**src/rtl/sliced_alu_seq.sv**
```systemverilog
// sliced_alu_seq: multi-cycle WIDTH-bit ALU built from one reused 4-bit
// 74181-style slice. One nibble is processed per clock, LSB first, with the
// active-low ripple carry held in a register between nibbles.
module sliced_alu_seq #(
    parameter int unsigned WIDTH = 16
) (
    input  logic             clk,
    input  logic             rst,
    input  logic             start,
    input  logic [3:0]       s,
    input  logic             m,
    input  logic             cn,
    input  logic [WIDTH-1:0] a,
    input  logic [WIDTH-1:0] b,
    output logic             busy,
    output logic             done,
    output logic [WIDTH-1:0] f,
    output logic             cn4,
    output logic             aeqb
);

    localparam int unsigned SLICES = WIDTH / 4;
    localparam int unsigned CW     = (SLICES > 1) ? $clog2(SLICES) : 1;
    localparam logic [CW-1:0] LAST = CW'(SLICES - 1);

    typedef enum logic [1:0] {
        IDLE,
        RUN,
        DONE
    } state_t;

    state_t           state_q;
    logic [CW-1:0]    cnt_q;
    logic             carry_q;
    logic [WIDTH-1:0] a_q;
    logic [WIDTH-1:0] b_q;
    logic [3:0]       s_q;
    logic             m_q;
    logic [WIDTH-1:0] f_q;
    logic [WIDTH-1:0] f_d;
    logic             busy_q;
    logic             done_q;
    logic             cn4_q;
    logic             aeqb_q;

    logic [3:0]       nib_a;
    logic [3:0]       nib_b;
    logic [3:0]       nib_f;
    logic             nib_co;
    logic             e;
    logic             d;
    logic             cb;

    assign busy = busy_q;
    assign done = done_q;
    assign f    = f_q;
    assign cn4  = cn4_q;
    assign aeqb = aeqb_q;

    // Select the operand nibble addressed by the slice counter
    always_comb begin
        nib_a = '0;
        nib_b = '0;
        for (int unsigned k = 0; k < SLICES; k++) begin
            if (cnt_q == CW'(k)) begin
                nib_a = a_q[4*k +: 4];
                nib_b = b_q[4*k +: 4];
            end
        end
    end

    // 4-bit slice: per-bit E/D terms with an internal active-low ripple carry
    always_comb begin
        cb    = carry_q;
        e     = 1'b0;
        d     = 1'b0;
        nib_f = '0;
        for (int unsigned i = 0; i < 4; i++) begin
            e        = ~(nib_a[i] | (nib_b[i] & s_q[0]) | (~nib_b[i] & s_q[1]));
            d        = ~((nib_a[i] & ~nib_b[i] & s_q[2]) | (nib_a[i] & nib_b[i] & s_q[3]));
            nib_f[i] = e ^ d ^ ~(~m_q & cb);
            cb       = d & (e | cb);
        end
        nib_co = cb;
    end

    // Merge the freshly computed nibble into the result, other nibbles hold
    always_comb begin
        f_d = f_q;
        for (int unsigned k = 0; k < SLICES; k++) begin
            if (cnt_q == CW'(k)) begin
                f_d[4*k +: 4] = nib_f;
            end
        end
    end

    // Sequencer: accept in IDLE/DONE, one nibble per RUN cycle, flags on DONE
    always_ff @(posedge clk) begin
        if (rst) begin
            state_q <= IDLE;
            cnt_q   <= '0;
            carry_q <= 1'b1;
            f_q     <= '0;
            busy_q  <= 1'b0;
            done_q  <= 1'b0;
            cn4_q   <= 1'b1;
            aeqb_q  <= 1'b0;
        end else begin
            case (state_q)
                IDLE, DONE: begin
                    done_q <= 1'b0;
                    busy_q <= 1'b0;
                    if (start) begin
                        a_q     <= a;
                        b_q     <= b;
                        s_q     <= s;
                        m_q     <= m;
                        carry_q <= cn;
                        cnt_q   <= '0;
                        busy_q  <= 1'b1;
                        state_q <= RUN;
                    end else begin
                        state_q <= IDLE;
                    end
                end
                RUN: begin
                    f_q     <= f_d;
                    carry_q <= nib_co;
                    cnt_q   <= cnt_q + CW'(1);
                    // Flags are taken from the last nibble's values so they are
                    // valid during the single DONE cycle.
                    if (cnt_q == LAST) begin
                        state_q <= DONE;
                        busy_q  <= 1'b0;
                        done_q  <= 1'b1;
                        cn4_q   <= nib_co;
                        aeqb_q  <= &f_d;
                    end
                end
                default: begin
                    state_q <= IDLE;
                    busy_q  <= 1'b0;
                    done_q  <= 1'b0;
                end
            endcase
        end
    end

endmodule
```
**config.mk**
```make
export PLATFORM = sky130hd
export DESIGN_NAME = sliced_alu_seq
export DESIGN_NICKNAME = d
export VERILOG_FILES = /design/src/rtl/sliced_alu_seq.sv
export SDC_FILE = /design/constraint.sdc
export NUM_CORES = 1
export LEC_CHECK = 0
export BUFFER_PORTS_ARGS = -buffer_cell sky130_fd_sc_hd__buf_2
export CAP_MARGIN = 10
export CORE_UTILIZATION = 46
export CTS_CLUSTER_DIAMETER = 50
export CTS_CLUSTER_SIZE = 25
export DETAILED_ROUTE_END_ITERATION = 6
export PLACE_DENSITY_LB_ADDON = 0.08
export SYNTH_ARGS = -nofsm -noshare
export SYNTH_HDL_FRONTEND = slang
export SYNTH_SLANG_ARGS = --single-unit
```
**constraint.sdc**
```tcl
create_clock -name clk -period 3.2 [get_ports clk]
set_input_delay 0.48 -clock clk [delete_from_list [all_inputs] [get_ports clk]]
set_output_delay 0.48 -clock clk [all_outputs]
set_load 0.02 [all_outputs]
```
==> flow_metrics.env, run 1 <==
export IMPL_cts_resized=0
export IMPL_core_area_um2=5890
export IMPL_leakage_nw=1.29
export IMPL_power_frac_clock_pct=30.5
export IMPL_post_drt_wl_per_cell_um=14.8
export IMPL_multi_input_area_um2=1110
export IMPL_io_pins=61
export IMPL_root_buffer="clkbuf_8"
export IMPL_grt_pass1_vias=1761
export IMPL_cp_end_kind="flop"
export IMPL_grt_max_degree=33
export IMPL_ff2ff_setup_slack_ns=0.31
export IMPL_layout_common_cells="60 x buf_2, 37 x edfxtp_1, 25 x dfxtp_1, 24 x nor2_1"
export IMPL_path_max_fanout=8
export IMPL_power_switching_uw=467
export IMPL_fp_dieArea_um2=6380
export IMPL_seqCellArea_um2=1610
export IMPL_worst_skew_pair_late_latency_ns=0.33
export IMPL_holdBufCountCts=0
export IMPL_combinationalPowerShare_pct=17.6
export IMPL_clock_path_buffers=2
export IMPL_ys_ff_latch=62
export IMPL_synth_top_area_share_pct=39.8
export IMPL_placed_cell_area_um2=3190
export IMPL_nets=341
export IMPL_arrival_ns=3.12
export IMPL_die_y_um=79.9
export IMPL_hold_path_startpoint="b[11]"
export IMPL_clk_pin_slew_ns=0.06
export IMPL_antenna_found_initial=0
export IMPL_dp_slack_ns=0.303
export IMPL_critical_path_required_ns=3.43
export IMPL_r2r_end="aeqb"
export IMPL_power_density_nw_per_um2=524
export IMPL_final_common_cell="buf_2"
export IMPL_numCtsBuffers=9
export IMPL_async_flop_share_pct=0
export IMPL_syn_to_final_growth_pct=19.3
export IMPL_worst_slew_pin_slew_ns=0.580
export IMPL_placementRows=28
export IMPL_intPower_mw=1.28
export IMPL_critPathLaunchType="flop"
export IMPL_synth_edff_count=37
export IMPL_n_antenna_cell=0
export IMPL_via_count=1942
export IMPL_slew_limit_headroom_pct=61.2
export IMPL_hold_ws_ns=0.325
export IMPL_dr_pass1_iters=4
export IMPL_status="finished, final reports clean"
export IMPL_grt_setup_unrepaired="no"
export IMPL_drv_cap=0
export IMPL_sequentialPowerShare_pct=51.9
export IMPL_hold_viol_final=0
export IMPL_r2r_start="cnt_q[0]"
export IMPL_ys_seq_area_share_pct=57.8
export IMPL_ys_types=53
export IMPL_stdcell_area_um2=3330
export IMPL_syn_inst=230
export IMPL_grt_pass1_wl_mm=8.73
export IMPL_hold_path_endpoint="b_q[11]"
export IMPL_switching_share_pct=26.8
export IMPL_drt_iter0_markers=81
export IMPL_post_cts_setup_buffer_count=0
export IMPL_setup_viol=0
export IMPL_holdCritPathClass="input port to flop"
export IMPL_h_tree_depth=3
export IMPL_final_layout_size_suffix_gt1_share_pct=33.1
export IMPL_avgSynthCellArea_um2=12.1
export IMPL_max_freq_mhz=346
export IMPL_ir_drop_mv=0.290
export IMPL_setup_tns_ns=0
export IMPL_r2r_cells=10
export IMPL_p_total_mw=1.74
export IMPL_yosysWarnings=0
export IMPL_path_class="flop to flop"
export IMPL_fin_crit_ns=2.89
export IMPL_drc=0
export IMPL_initial_core_util_pct=47.4
export IMPL_synth_area_leaders="edfxtp_1 40%, dfxtp_1 18%, mux2i_1 3.9%"
export IMPL_fin_skew_ns=0.0114
export IMPL_setup_ws_ns=0.310
export IMPL_yosysTopAreaCell="edfxtp_1"
export IMPL_synth_net_count=275
export IMPL_final_antenna_net_count=0
export IMPL_hpwl_mm=4.10
export IMPL_io_buffer_count=60
export IMPL_netlist_area_um2=2790
export IMPL_vias_per_cell=5.19
export IMPL_whs_path_depth=1
export IMPL_nFillCells=538
export IMPL_drt_wl_total_mm=5.55
export IMPL_grt_use_total_pct=18.9
export IMPL_synth_top_flop_cell="edfxtp_1"
export IMPL_die_w_um=79.9
export IMPL_cts_tree="built"
export IMPL_gp_congestion=0.792
export IMPL_grt_ovfl_total=0
export IMPL_cts_sinks=62
export IMPL_slew_viol_final=0
export IMPL_period_share_pct=90.3
## worst max-delay path, stage by stage (launching register included)
cell,delay (ns)
dfxtp_1,0.35
inv_1,0.09
ha_1,0.27
nor2b_1,0.52
a221o_1,0.23
o221ai_1,0.18
a32oi_2,0.34
nor2_2,0.11
xnor2_4,0.25
o211ai_2,0.14
a2111oi_2,0.31
## metrics by stage
step,std cells,utilization [%]
after detailed placement,360,54.1
after floorplan,230,-
after global routing,374,56.6
final,374,56.6
after CTS,374,56.6
after global placement,360,54.1
## kinds of logic (layout without fill, tap and decap cells)
logic type               count (synthesis)  count (layout)  synth area share [%]
multiplexers                            13              13                  4.84
AND/OR/NAND/NOR                         71              71                  13.2
buffers and inverters                   17              86                  2.65
XOR/XNOR                                 4               4                  2.20
flip-flops                              62              62                  57.8
AO/OA/AOI/OAI                           59              59                  17.6
adder cells (fa/ha/maj)                  4               4                  1.79
## metal layers
layer	vias up	routed length, um	GRT usage [%]
li1	989	-	-
met1	886	2610	23.9
met2	63	2600	29.5
met3	4	295	5.71
met4	0	49	8.75
met5	-	0	0
## synth_stat cells (3+ instances only)
library cell   n
edfxtp_1      37
dfxtp_1       25
nor2_1        24
a21oi_1       11
mux2i_1       11
nand2_1       11
clkbuf_1       8
a211oi_2       6
inv_1          6
nor2b_1        6
a221o_1        5
and2_1         5
nand3_1        5
o21ai_0        5
ha_1           4
nand2b_1       4
nor3_1         4
a211oi_1       3
a221oi_1       3
a41oi_1        3
o21ai_1        3
## state kept, by name, summed over array words and instances, names as in the netlist, 2 cells and up
name	count
a_q	16
b_q	16
f	16
s_q	4
cnt_q	2
state_q	2
## cell type report
| cell class | count | area share [%] |
|---|---|---|
| timing repair buffer | 66 | 10.4 |
| clock buffer | 10 | 3.83 |
| tap | 75 | 2.82 |
| sequential | 62 | 48.4 |
| inverter | 6 | 0.676 |
| multi-input combinational | 151 | 33.4 |
| clock inverter | 4 | 0.489 |
## power groups by stage
stage | Clock [mW] | Sequential [mW] | Combinational (mW)
final | 0.532 | 0.904 | 0.307
after global routing | 0.581 | 0.907 | 0.336
after CTS | 0.544 | 0.904 | 0.310
after detailed placement | 0 | 0.922 | 0.310
after global placement | 0 | 0.921 | 0.306
after floorplan | 0 | 0.927 | 0.213
## how the worst max path moves through the flow
| stage | endpoint | from |
|---|---|---|
| floorplan | a_q[0] | start |
| global placement | aeqb | cnt_q[0] |
| global route | aeqb | cnt_q[0] |
| finish | aeqb | cnt_q[0] |
| detailed placement | aeqb | cnt_q[0] |
| CTS | aeqb | cnt_q[0] |
Note: power is estimated with default switching activity, not from simulation.
==> run 2: changes to the inputs <==
- clock period: 3.2 -> 3.6 ns (I/O delays scaled with it)
==> flow_metrics.env, run 2 (same netlist as run 1, synthesis figures left out) <==
export IMPL_root_buffer="clkbuf_8"
export IMPL_p_total_mw=1.79
export IMPL_hold_viol_final=0
export IMPL_cts_tree="built"
export IMPL_drv_cap=0
export IMPL_drt_wl_total_mm=5.64
export IMPL_final_layout_size_suffix_gt1_share_pct=32.4
export IMPL_setup_tns_ns=0
export IMPL_met2_length_mm=2.58
export IMPL_hold_ws_ns=0.384
export IMPL_worst_skew_pair_late_latency_ns=0.33
export IMPL_grt_ovfl_total=0
export IMPL_worst_slew_pin_slew_ns=0.991
export IMPL_placed_cell_area_um2=3150
export IMPL_h_tree_depth=3
export IMPL_core_area_um2=5890
export IMPL_fp_dieArea_um2=6380
export IMPL_holdCritPathClass="input port to flop"
export IMPL_period_share_pct=83.5
export IMPL_cts_sinks=62
export IMPL_post_cts_setup_buffer_count=0
export IMPL_arrival_ns=3.23
export IMPL_layout_cells_non_filler=371
export IMPL_nets=336
export IMPL_stdcell_area_um2=3380
export IMPL_path_class="flop to flop"
export IMPL_initial_core_util_pct=47.4
export IMPL_clock_path_buffers=2
export IMPL_ir_drop_mv=0.308
export IMPL_critPathLaunchType="flop"
export IMPL_final_common_cell="buf_2"
export IMPL_nFillCells=499
export IMPL_leakage_nw=1.30
export IMPL_slew_viol_final=0
export IMPL_dr_wl_met3_um=268
export IMPL_vias_per_cell=5.25
export IMPL_holdBufCountCts=0
export IMPL_placementRows=28
export IMPL_max_freq_mhz=333
export IMPL_clk_pin_slew_ns=0.07
export IMPL_grt_pass1_wl_mm=8.92
export IMPL_syn_to_final_growth_pct=21.0
export IMPL_hpwl_mm=3.99
export IMPL_fin_skew_ns=0.00387
export IMPL_final_antenna_net_count=0
export IMPL_fin_util_pct=57.4
export IMPL_grt_pass1_vias=1785
export IMPL_cts_resized=0
export IMPL_setup_viol=0
export IMPL_grt_setup_unrepaired="no"
export IMPL_drt_iter0_markers=66
export IMPL_numCtsBuffers=9
export IMPL_violations="DRC"
export IMPL_grt_use_total_pct=19.4
export IMPL_highest_layer="met4"
export IMPL_gp_congestion=0.772
export IMPL_io_buffer_count=60
export IMPL_drc=1
export IMPL_n_antenna_cell=0
export IMPL_setup_ws_ns=0.594
export IMPL_critical_path_required_ns=3.83
export IMPL_cp_end_kind="flop"
export IMPL_wl_met1_mm=2.71
export IMPL_dp_slack_ns=0.625
export IMPL_power_density_nw_per_um2=530
export IMPL_dr_pass1_iters=6
export IMPL_antenna_found_initial=0
export IMPL_die_y_um=79.9
export IMPL_via_count=1946
export IMPL_io_pins=61
export IMPL_post_drt_wl_per_cell_um=15.2
export IMPL_status="finished, violations left"
export IMPL_path_max_fanout=9
export IMPL_slew_limit_headroom_pct=33.8
export IMPL_layout_common_cells="60 x buf_2, 37 x edfxtp_1, 25 x dfxtp_1, 24 x nor2_1"
export IMPL_ff2ff_setup_slack_ns=0.59
export IMPL_dp_cells=355
export IMPL_fin_crit_ns=3.01
export IMPL_grt_max_degree=38
export IMPL_die_w_um=79.9
-- run 2: power by group --
part           total, mW  switching [mW]  internal [mW]
logic              0.267           0.158          0.110
registers          0.803          0.0181          0.785
clock network      0.718           0.262          0.456
total               1.79           0.438           1.35
-- run 2: critical path: stages, from the launching register on --
cell       delay, ns
dfxtp_1         0.38
inv_1           0.08
ha_1            0.32
nor2b_1         0.53
a221o_1         0.23
o221ai_1        0.20
a32oi_2         0.36
nor2_2          0.11
xnor2_4         0.27
o211ai_2        0.13
a2111oi_2       0.29
-- run 2: area by class of cell --
cell class,count,area (um2),share of cell area [%]
inverters,6,22.5,0.667
clock inverters,5,97.6,2.89
multi-input cells,151,1110,32.9
flip-flops and latches,62,1610,47.7
clock buffers,11,131,3.89
repair buffers,61,308,9.11
well taps,75,93.8,2.78
-- run 2: metal layers --
metal / GRT usage [%] / vias to the layer above
met2: 29.8 / 64
met4: 9.11 / 0
li1: - / 985
met1: 26.1 / 890
met3: 3.89 / 7
met5: 0 / -
-- run 2: worst paths after layout --
check        startpoint  endpoint  depth (start not counted)
max            cnt_q[1]      aeqb                         10
min               a[11]   a_q[11]                          1
max reg2reg    cnt_q[1]      aeqb                         10
min reg2reg       f[14]     f[14]                          2
